[src/rtl/multicycle_control_fsm.sv]
// Multicycle RISC-V main controller: sequences lw/sw/R/I/beq/jal through
// FETCH..WB states and drives datapath selects and write enables.
module multicycle_control_fsm #(
  parameter int STATE_WIDTH   = 4,
  parameter bit USE_MEM_READY = 1'b1
) (
  input  logic                   clk,
  input  logic                   rst,
  input  logic [6:0]             opcode,
  input  logic [2:0]             funct3,
  input  logic                   funct7b5,
  input  logic                   zero,
  input  logic                   mem_ready,
  output logic                   PCWrite,
  output logic                   AdrSrc,
  output logic                   MemWrite,
  output logic                   IRWrite,
  output logic [1:0]             ResultSrc,
  output logic [1:0]             ALUSrcA,
  output logic [1:0]             ALUSrcB,
  output logic [2:0]             ALUControl,
  output logic [1:0]             ImmSrc,
  output logic                   RegWrite,
  output logic                   instr_done,
  output logic                   illegal_instr,
  output logic [STATE_WIDTH-1:0] state
);

  localparam logic [STATE_WIDTH-1:0] S_FETCH    = STATE_WIDTH'(0);
  localparam logic [STATE_WIDTH-1:0] S_DECODE   = STATE_WIDTH'(1);
  localparam logic [STATE_WIDTH-1:0] S_MEMADR   = STATE_WIDTH'(2);
  localparam logic [STATE_WIDTH-1:0] S_MEMREAD  = STATE_WIDTH'(3);
  localparam logic [STATE_WIDTH-1:0] S_MEMWB    = STATE_WIDTH'(4);
  localparam logic [STATE_WIDTH-1:0] S_MEMWRITE = STATE_WIDTH'(5);
  localparam logic [STATE_WIDTH-1:0] S_EXECUTER = STATE_WIDTH'(6);
  localparam logic [STATE_WIDTH-1:0] S_EXECUTEI = STATE_WIDTH'(7);
  localparam logic [STATE_WIDTH-1:0] S_ALUWB    = STATE_WIDTH'(8);
  localparam logic [STATE_WIDTH-1:0] S_BEQ      = STATE_WIDTH'(9);
  localparam logic [STATE_WIDTH-1:0] S_JAL      = STATE_WIDTH'(10);

  localparam logic [6:0] OP_LW   = 7'b0000011;
  localparam logic [6:0] OP_SW   = 7'b0100011;
  localparam logic [6:0] OP_R    = 7'b0110011;
  localparam logic [6:0] OP_I    = 7'b0010011;
  localparam logic [6:0] OP_BEQ  = 7'b1100011;
  localparam logic [6:0] OP_JAL  = 7'b1101111;

  localparam logic [2:0] ALU_ADD = 3'b000;
  localparam logic [2:0] ALU_SUB = 3'b001;
  localparam logic [2:0] ALU_AND = 3'b010;
  localparam logic [2:0] ALU_OR  = 3'b011;
  localparam logic [2:0] ALU_SLT = 3'b101;

  logic [STATE_WIDTH-1:0] state_reg;
  logic [STATE_WIDTH-1:0] state_next;
  logic                   mem_ok;
  logic [2:0]             funct_alu;
  logic                   pc_write_next;
  logic                   mem_write_next;
  logic                   ir_write_next;
  logic                   reg_write_next;
  logic                   done_next;
  logic                   illegal_next;

  assign mem_ok = USE_MEM_READY ? mem_ready : 1'b1;

  always_ff @(posedge clk or posedge rst) begin
    if (rst) begin
      state_reg <= S_FETCH;
    end else begin
      state_reg <= state_next;
    end
  end

  // ALU operation for R-type and I-type execute; opcode[5] separates sub from addi
  always_comb begin
    funct_alu = ALU_ADD;
    case (funct3)
      3'b000:  funct_alu = (funct7b5 & opcode[5]) ? ALU_SUB : ALU_ADD;
      3'b010:  funct_alu = ALU_SLT;
      3'b110:  funct_alu = ALU_OR;
      3'b111:  funct_alu = ALU_AND;
      default: funct_alu = ALU_ADD;
    endcase
  end

  always_comb begin
    case (opcode)
      OP_SW:   ImmSrc = 2'b01;
      OP_BEQ:  ImmSrc = 2'b10;
      OP_JAL:  ImmSrc = 2'b11;
      default: ImmSrc = 2'b00;
    endcase
  end

  always_comb begin
    state_next     = S_FETCH;
    AdrSrc         = 1'b0;
    ResultSrc      = 2'b00;
    ALUSrcA        = 2'b00;
    ALUSrcB        = 2'b00;
    ALUControl     = ALU_ADD;
    pc_write_next  = 1'b0;
    mem_write_next = 1'b0;
    ir_write_next  = 1'b0;
    reg_write_next = 1'b0;
    done_next      = 1'b0;
    illegal_next   = 1'b0;
    case (state_reg)
      S_FETCH: begin
        ALUSrcB       = 2'b10;
        ResultSrc     = 2'b10;
        ir_write_next = mem_ok;
        pc_write_next = mem_ok;
        state_next    = mem_ok ? S_DECODE : S_FETCH;
      end
      S_DECODE: begin
        ALUSrcA = 2'b01;
        ALUSrcB = 2'b01;
        case (opcode)
          OP_LW, OP_SW: state_next = S_MEMADR;
          OP_R:         state_next = S_EXECUTER;
          OP_I:         state_next = S_EXECUTEI;
          OP_BEQ:       state_next = S_BEQ;
          OP_JAL:       state_next = S_JAL;
          default: begin
            state_next   = S_FETCH;
            illegal_next = 1'b1;
          end
        endcase
      end
      S_MEMADR: begin
        ALUSrcA    = 2'b10;
        ALUSrcB    = 2'b01;
        state_next = opcode[5] ? S_MEMWRITE : S_MEMREAD;
      end
      S_MEMREAD: begin
        AdrSrc     = 1'b1;
        state_next = mem_ok ? S_MEMWB : S_MEMREAD;
      end
      S_MEMWRITE: begin
        AdrSrc         = 1'b1;
        mem_write_next = 1'b1;
        done_next      = mem_ok;
        state_next     = mem_ok ? S_FETCH : S_MEMWRITE;
      end
      S_MEMWB: begin
        ResultSrc      = 2'b01;
        reg_write_next = 1'b1;
        done_next      = 1'b1;
      end
      S_EXECUTER: begin
        ALUSrcA    = 2'b10;
        ALUControl = funct_alu;
        state_next = S_ALUWB;
      end
      S_EXECUTEI: begin
        ALUSrcA    = 2'b10;
        ALUSrcB    = 2'b01;
        ALUControl = funct_alu;
        state_next = S_ALUWB;
      end
      S_ALUWB: begin
        reg_write_next = 1'b1;
        done_next      = 1'b1;
      end
      S_BEQ: begin
        ALUSrcA       = 2'b10;
        ALUControl    = ALU_SUB;
        pc_write_next = zero;
        done_next     = 1'b1;
      end
      S_JAL: begin
        ALUSrcA       = 2'b01;
        ALUSrcB       = 2'b10;
        pc_write_next = 1'b1;
        state_next    = S_ALUWB;
      end
      default: state_next = S_FETCH;
    endcase
  end

  // Reset is asynchronous, so enables are masked directly rather than waiting for an edge
  assign PCWrite       = pc_write_next  & ~rst;
  assign MemWrite      = mem_write_next & ~rst;
  assign IRWrite       = ir_write_next  & ~rst;
  assign RegWrite      = reg_write_next & ~rst;
  assign instr_done    = done_next      & ~rst;
  assign illegal_instr = illegal_next   & ~rst;
  assign state         = state_reg;

endmodule

[config.mk]
export PLATFORM = sky130hd
export DESIGN_NAME = multicycle_control_fsm
export DESIGN_NICKNAME = d
export VERILOG_FILES = /design/src/rtl/multicycle_control_fsm.sv
export SDC_FILE = /design/constraint.sdc
export NUM_CORES = 1
export LEC_CHECK = 0
export BUFFER_PORTS_ARGS = -buffer_cell sky130_fd_sc_hd__buf_2
export CAP_MARGIN = 40
export CORE_MARGIN = 8
export CORE_UTILIZATION = 37
export CTS_CLUSTER_DIAMETER = 100
export DETAILED_ROUTE_END_ITERATION = 7
export PLACE_DENSITY = 0.81
export SKIP_CTS_REPAIR_TIMING = 1
export SYNTH_ARGS = -nofsm -noshare
export SYNTH_HDL_FRONTEND = slang
export SYNTH_SLANG_ARGS = --single-unit
[constraint.sdc]
create_clock -name clk -period 1.7 [get_ports clk]
set_input_delay 0.51 -clock clk [delete_from_list [all_inputs] [get_ports clk]]
set_output_delay 0.51 -clock clk [all_outputs]
set_load 0.03 [all_outputs]
==> results.cfg, run 1 <==
[sta]
period_minus_slack_ps = 2150
worst_slew_pin_slew_ps = 475
worst_slew_margin_rel_pct = 67.9
grt_setup_unrepaired = yes
final_setup_violating_endpoints = 19
max_freq_ghz = 0.465
final_critical_path_setup_slack_ps = -449
finalHoldViolations = 0
worst_skew_ps = 2.76
finalCritPeriodShare_pct = 126
slew_viol_final = 0

[clock_network]
cts-htree-levels = 1
cts-root-buf = sky130_fd_sc_hd__clkbuf_4
clk_latency_worst_skew_pair_ps = 230
cts-root-to-sink-buffers = 2
tritoncts = yes
cts.reportedPaths.clkPinSlew_ps = 40
number_of_buffers_created_by_cts = 3
numClockSinks = 4

[status]
result_of_the_run = finished, violations left
violations = setup timing

[critical_path]
timing.critical_path.slowest_cell_delay_ps = 480
crit_path_buf_inv_count = 1
slowest_stage = sky130_fd_sc_hd__dfrtp_2
crit_path_cell_trace = nor2b_2 > nand3_1 > a211oi_4 > buf_6
worst_setup_path_start_kind = register
worst-endpoint-required_ps = 1190
worst-path-stages = 4
critical_path_peak_fanout = 10
worst_path_dominant_cell_family = flip-flops
worstRegToRegCells = 5
critPathArrivalTime_ps = 1640
end_kind = output port
timing.setup.critical_path_class = register to output port

[die]
initial_core_utilization_pct = 38.7
die_w_um = 55.4
fp.coreArea_um2 = 1490
ios = 37
dieHeight_um = 55.4
fp.dieArea_um2 = 3070
placementRows = 14

[power]
seq_power_share_pct = 18.2
leakage_nw = 0.598
power.net_switching_w = 0.000286
net_switching_fraction_of_the_power_pct = 43.9
p_int_w = 0.000365
ir_worst_vdd_mv = 0.481
pwr_density_cell_nw_per_um2 = 467
share_comb_of_total_power_pct = 63.9
relative_contribution_of_the_clock_network_to_total_power_pct = 17.9

[logic_synthesis]
yosysSeqAreaShare_pct = 17.4
synth_nets = 96
count_of_state_elements_after_synthesis = 4
synth_warnings = 0
mappedNetlistArea_um2 = 576
synthDistinctLibCells = 34
syn_avg_cell_area_um2 = 7.11
synthesis.instances = 81

[grt]
number_of_global_route_vias_before_repair = 1002
gr-total-overflow = 0
groute.usage.overall_pct = 16.8
grt_first_pass_wirelength_um = 4440
grt_max_degree = 11
grt_antenna_before_repair = 0

[detailed_routing]
drt_wl_total_um = 3720
number_of_vias_per_cell_after_detailed_routing = 6.23
initialDrtViolationCount = 59
firstDrtPassIters = 4
drt_drc_violations_left = 0
post_dr_wirelength_cell_um = 22.1
postRouteAntennaNets = 0
vias = 1047

[flow_run]
max_cap_viol_count = 0

[finish]
antennaDiodeCount = 0
multi_input_comb_area_um2 = 687
final_util_pct = 93.6
final_layout_size_suffix_gt1_share_pct = 74.3
final_net_count = 169
area.growth.synth_to_final_pct = 142
sequential_cell_area_um2 = 105
largest_reg_flops = 4
num-fill-cells = 48

[placement]
place_congestion = 0.861
dpl_worst_slack_ps = -296
numPortBuffers = 36
place.detailed.hpwl_um = 2260

[worst_hold_path]
worst_hold_path_type = input port to async pin
routing by layer:
layer | vias to the layer above | GRT usage [%] | share of wire (%)
met3 | 14 | 2.74 | 7.1
li1 | 451 | - | -
met2 | 81 | 33.2 | 49
met5 | - | 0 | 0
met1 | 501 | 16.5 | 41
met4 | 0 | 7.04 | 3.1
cells in the final DEF (no fill, tap or decap), types with 3 or more instances in the layout:
cell type and count:
sky130_fd_sc_hd__o21a_1 3, sky130_fd_sc_hd__inv_1 3, sky130_fd_sc_hd__nor3_2 3, sky130_fd_sc_hd__clkbuf_4 4
sky130_fd_sc_hd__a211oi_4 3, sky130_fd_sc_hd__nand3_1 4, sky130_fd_sc_hd__nor2_4 3, sky130_fd_sc_hd__nand2_1 3
sky130_fd_sc_hd__buf_4 42, sky130_fd_sc_hd__dfrtp_2 4, sky130_fd_sc_hd__buf_6 12, sky130_fd_sc_hd__nand2b_4 3
sky130_fd_sc_hd__a21oi_1 3, sky130_fd_sc_hd__buf_2 18
cell families after synthesis:
kind of cell	count (synthesis)	synth area share (%)
xor gates and xnor gates	2	3.04
buffers and inverters	8	6.08
DFF	4	17.4
AOI/OAI and AO/OA	24	28.3
muxes	1	1.74
and+or+nand+nor	42	43.5
worst paths after layout:
kind / start / endpoint / slack (ps)
worst max-delay path: state[0] / PCWrite / -450
max in group asynchronous: rst / state[3] / 1210
worst min-delay path: rst / state[0] / 320
worst min register to register: state[3] / state[0] / 790
worst max register to register: state[2] / state[2] / 50
min in group clk: opcode[4] / state[2] / 620
stage by stage:
step | power (W) | setup TNS [ps] | instance area, um2 | instances | hold WS, ps
after floorplan | 0.000326 | -2070 | 790 | 81 | 276
after global placement | 0.000460 | -1470 | 1220 | 163 | 541
after detailed placement | 0.000474 | -1900 | 1220 | 163 | 552
after CTS | 0.000590 | -5070 | 1240 | 166 | 311
after global routing | 0.000676 | -5090 | 1390 | 168 | 338
final | 0.000651 | -4450 | 1390 | 168 | 318
worst register-to-register path, cell delays in order (launching register included):
cell and delay, ps:
sky130_fd_sc_hd__dfrtp_2 430, sky130_fd_sc_hd__buf_4 210, sky130_fd_sc_hd__buf_4 150, sky130_fd_sc_hd__nor4bb_1 460, sky130_fd_sc_hd__a311oi_1 130, sky130_fd_sc_hd__o22ai_1 190
final cells by class:
cell class,count,area share [%]
Multi-Input combinational cell,69,49.3
Timing Repair Buffer,73,39.3
Sequential cell,4,7.54
Clock buffer,3,1.62
Tap cell,16,1.44
Inverter,3,0.808
power groups by stage:
| stage | Clock, W | Sequential (W) | Combinational [W] |
|---|---|---|---|
| floorplan | 0 | 0.000120 | 0.000206 |
| CTS | 0.000116 | 0.000115 | 0.000359 |
| detailed placement | 0 | 0.000116 | 0.000358 |
| global placement | 0 | 0.000116 | 0.000344 |
| global route | 0.000124 | 0.000119 | 0.000434 |
| finish | 0.000116 | 0.000119 | 0.000416 |
cells in the mapped netlist:
library cell / count / area [um2]
sky130_fd_sc_hd__a31oi_1: 1 / 6.26
sky130_fd_sc_hd__o21ai_0: 3 / 15.0
sky130_fd_sc_hd__a2111oi_0: 1 / 8.76
sky130_fd_sc_hd__clkbuf_2: 1 / 5.00
sky130_fd_sc_hd__nand2b_2: 1 / 8.76
sky130_fd_sc_hd__nor4_1: 2 / 12.5
sky130_fd_sc_hd__xor2_1: 1 / 8.76
sky130_fd_sc_hd__or3_1: 1 / 6.26
sky130_fd_sc_hd__nor4bb_1: 2 / 20.0
sky130_fd_sc_hd__nand2_1: 3 / 11.3
sky130_fd_sc_hd__a32o_1: 1 / 10.0
sky130_fd_sc_hd__nor2b_1: 3 / 18.8
sky130_fd_sc_hd__a21oi_1: 4 / 20.0
sky130_fd_sc_hd__a311oi_1: 1 / 8.76
sky130_fd_sc_hd__nor2_1: 7 / 26.3
sky130_fd_sc_hd__nand4_1: 1 / 6.26
sky130_fd_sc_hd__nor3_1: 5 / 25.0
sky130_fd_sc_hd__inv_1: 3 / 11.3
sky130_fd_sc_hd__o2bb2ai_1: 1 / 8.76
sky130_fd_sc_hd__a211oi_1: 4 / 30.0
sky130_fd_sc_hd__nor3b_1: 3 / 22.5
sky130_fd_sc_hd__xnor2_1: 1 / 8.76
sky130_fd_sc_hd__buf_2: 3 / 15.0
sky130_fd_sc_hd__or3b_1: 1 / 8.76
sky130_fd_sc_hd__nor3b_2: 1 / 12.5
sky130_fd_sc_hd__o22ai_1: 4 / 25.0
sky130_fd_sc_hd__clkbuf_1: 1 / 3.75
sky130_fd_sc_hd__nand3_1: 4 / 20.0
sky130_fd_sc_hd__dfrtp_1: 4 / 100
sky130_fd_sc_hd__nand3b_1: 1 / 7.51
sky130_fd_sc_hd__mux2i_1: 1 / 10.0
sky130_fd_sc_hd__nand2b_1: 5 / 31.3
sky130_fd_sc_hd__and2_1: 2 / 12.5
sky130_fd_sc_hd__o21a_1: 4 / 30.0
Note: power is estimated with default switching activity, not from simulation.
==> run 2, diff against run 1 <==
Settings changed: PLACE_DENSITY 0.81 to 0.74, RECOVER_POWER set to 100, SLEW_MARGIN set to 10.
==> run 2 against run 1 <==
Effect of this change: the run now fails in 5_1_grt; area after synthesis stayed put; synthesized cell count stayed put.
==> results.cfg, run 2 <==
[die]
initial_core_utilization_pct = 38.7
ios = 37
die_w_um = 55.4
placementRows = 14
dieHeight_um = 55.4

[clock_network]
number_of_buffers_created_by_cts = 3
cts-root-to-sink-buffers = 2
cts-root-buf = sky130_fd_sc_hd__clkbuf_4
numClockSinks = 4
cts-htree-levels = 1

[logic_synthesis]
syn_avg_cell_area_um2 = 7.11
synthArstFlopShare_pct = 100
synth_warnings = 0
synth_nets = 96
synthesis.instances = 81
yosysSeqAreaShare_pct = 17.4
netlist.top_cell.by_area = sky130_fd_sc_hd__dfrtp_1
yosysTopAreaCellShare_pct = 17.4
mappedNetlistArea_um2 = 576
synth_flop_cell = sky130_fd_sc_hd__dfrtp_1
synthDistinctLibCells = 34
synth_commonest_cells = sky130_fd_sc_hd__nor2_1 (7), sky130_fd_sc_hd__nand2b_1 (5), sky130_fd_sc_hd__nor3_1 (5)
synthMostInstantiatedCell = sky130_fd_sc_hd__nor2_1
post_synth_main_area_contributors = sky130_fd_sc_hd__dfrtp_1 (17%), sky130_fd_sc_hd__nand2b_1 (5.4%), sky130_fd_sc_hd__a211oi_1 (5.2%)
count_of_state_elements_after_synthesis = 4
synth-edff-count = 0

[placement]
place_congestion = 0.832
numPortBuffers = 36
post-place-cells = 162
place.detailed.hpwl_um = 2280
dpl_cell_area_um2 = 1230

[sta]
last_reported_worst_endpoint_of_the_global_route_repair_pass = ALUControl[2]
timing.worst_endpoint.kind = top-level output

[status]
toolErrorMsg = [ERROR DPL-0038] Utilization greater than 100%, impossible to legalize
outcome.stop_stage = 5_1_grt
result_of_the_run = did not finish

[grt]
grt_max_degree = 13
run 2: per-stage QoR:
step / setup WS (ps) / hold slack, ps / util [%]
4_1_cts: -427 / 315 / 84.4
3_3_place_gp: -266 / 544 / 82.9
3_5_place_dp: -276 / 561 / 82.9
2_1_floorplan: -247 / 276 / -
run 2: logic make-up after synthesis:
| group | share of synthesized area, % |
|---|---|
| buf+inv | 6.08 |
| mux | 1.74 |
| xor+xnor | 3.04 |
| flops | 17.4 |
| compound gates | 28.3 |
| simple gates | 43.5 |
==> run 3, diff against run 2 <==
Settings changed: CORE_AREA set to 8 8 69 71, CORE_MARGIN 8 to unset, CORE_UTILIZATION 37 to unset, CTS_CLUSTER_DIAMETER 100 to unset, DIE_AREA set to 0 0 77 79, PLACE_DENSITY 0.74 to unset, PLACE_DENSITY_LB_ADDON set to 0.15.
Clock period 1.7 ns to 2.2 ns, I/O delays scaled along.
==> run 3 against run 2 <==
Effect of this change: the run now ends clean.
==> results.cfg, run 3 (same netlist as run 1, synthesis figures left out) <==
[status]
result_of_the_run = completed

[detailed_routing]
firstDrtPassIters = 4
initialDrtViolationCount = 28
postRouteAntennaNets = 0
route.met3.wl_um = 187
detailroute.wirelength.met2_um = 1230
post_dr_wirelength_cell_um = 14.3
vias = 812
drt_wl_total_um = 2630
maxUsedRoutingLayer = met4
drt-met1-wl_um = 1190
number_of_vias_per_cell_after_detailed_routing = 4.41
drt_drc_violations_left = 0

[critical_path]
crit_path_buf_inv_count = 2
critPathArrivalTime_ps = 1520
slowest_stage = sky130_fd_sc_hd__or3b_4
critical_path.most_common_cell = sky130_fd_sc_hd__buf_6
timing.setup.critical_path_class = input port to output port
critical_path_peak_fanout = 2
timing.critical_path.slowest_cell_delay_ps = 420
worst-endpoint-required_ps = 1540
end_kind = output port
worst_setup_path_start_kind = input port
crit_path_cell_trace = buf_6 > or3b_4 > nor3b_4 > buf_6
worst_path_dominant_cell_family = simple AND/OR/NAND/NOR gates

[clock_network]
tritoncts = yes
numClockSinks = 4
clk_latency_worst_skew_pair_ps = 220
number_of_buffers_created_by_cts = 3
cts-root-to-sink-buffers = 2
cts-htree-levels = 1
cts.reportedPaths.clkPinSlew_ps = 30
cts-root-buf = sky130_fd_sc_hd__clkbuf_8

[sta]
finalHoldViolations = 0
worst_slew_pin_slew_ps = 351
max_freq_ghz = 0.458
period_minus_slack_ps = 2180
worst_skew_ps = 0.937
grt_setup_unrepaired = yes
final_setup_violating_endpoints = 0
slew_viol_final = 0
hold-worst-slack_ps = 463
final_critical_path_setup_slack_ps = 17.0
setup-tns-final_ps = 0
finalCritPeriodShare_pct = 99.2
worst_slew_margin_rel_pct = 76.3

[grt]
grt_max_degree = 13
groute.usage.overall_pct = 8.15
grt_antenna_before_repair = 0
grt_first_pass_wirelength_um = 4110
number_of_global_route_vias_before_repair = 848
gr-total-overflow = 0

[die]
placementRows = 23
fp.coreArea_um2 = 3800
die_w_um = 77
ios = 37
initial_core_utilization_pct = 15.2
fp.dieArea_um2 = 6080
dieHeight_um = 79

[finish]
area.growth.synth_to_final_pct = 102
antennaDiodeCount = 0
final_common_cell = sky130_fd_sc_hd__buf_4
largest_reg_flops = 4
final_layout_size_suffix_gt1_share_pct = 59.0
final_net_count = 150
layout.cells.most_common_list = sky130_fd_sc_hd__buf_4 (24), sky130_fd_sc_hd__buf_2 (23), sky130_fd_sc_hd__nand2b_1 (5), sky130_fd_sc_hd__nor2_1 (5), sky130_fd_sc_hd__buf_6 (5)
final_design_area_no_fill_um2 = 1160

[placement]
dpl_worst_slack_ps = -36.2
dpl_cell_area_um2 = 1010
place_congestion = 0.727
numPortBuffers = 36
place.detailed.hpwl_um = 2050

[power]
ir_worst_vdd_mv = 0.130
finalPower_w = 0.000486
pwr_density_cell_nw_per_um2 = 417
leakage_nw = 0.497

[worst_hold_path]
worst_hold_path_type = input port to async pin

[flow_run]
max_cap_viol_count = 0
[run 3: metal layers]
layer	global-route usage, %	vias to the layer above
met4	3.96	0
met2	12.9	31
met1	10.2	369
met5	0	-
li1	-	410
met3	1.92	2
[run 3: stage by stage]
step                util (%)  std cells
finish                  30.6        184
detailed placement      26.5        178
CTS                     27.7        182
floorplan                  -         81
global placement        26.5        178
global route            30.6        184
[run 3: area by class of cell]
type | count | area, um2
fill | 430 | 2640
multi-input combinational | 69 | 576
timing repair buffer | 54 | 367
sequential | 4 | 103
tap | 50 | 62.6
clock buffer | 4 | 45.0
inverter | 3 | 11.3
[run 3: final timing paths]
path,slack [ps],end,startpoint,cells after the start
max reg2reg,680,state[0],state[1],5
max in group asynchronous,1580,state[1],rst,2
min,460,state[3],rst,2
max,20,ALUControl[2],funct3[0],4
min in group clk,700,state[0],state[3],2
min reg2reg,700,state[0],state[3],2
[run 3: power by group]
group          switching [W]  internal [W]  total [W]
clock network      0.0000380      0.000124   0.000162
logic               0.000142     0.0000966   0.000239
registers         0.00000742     0.0000781  0.0000855
total               0.000187      0.000298   0.000486
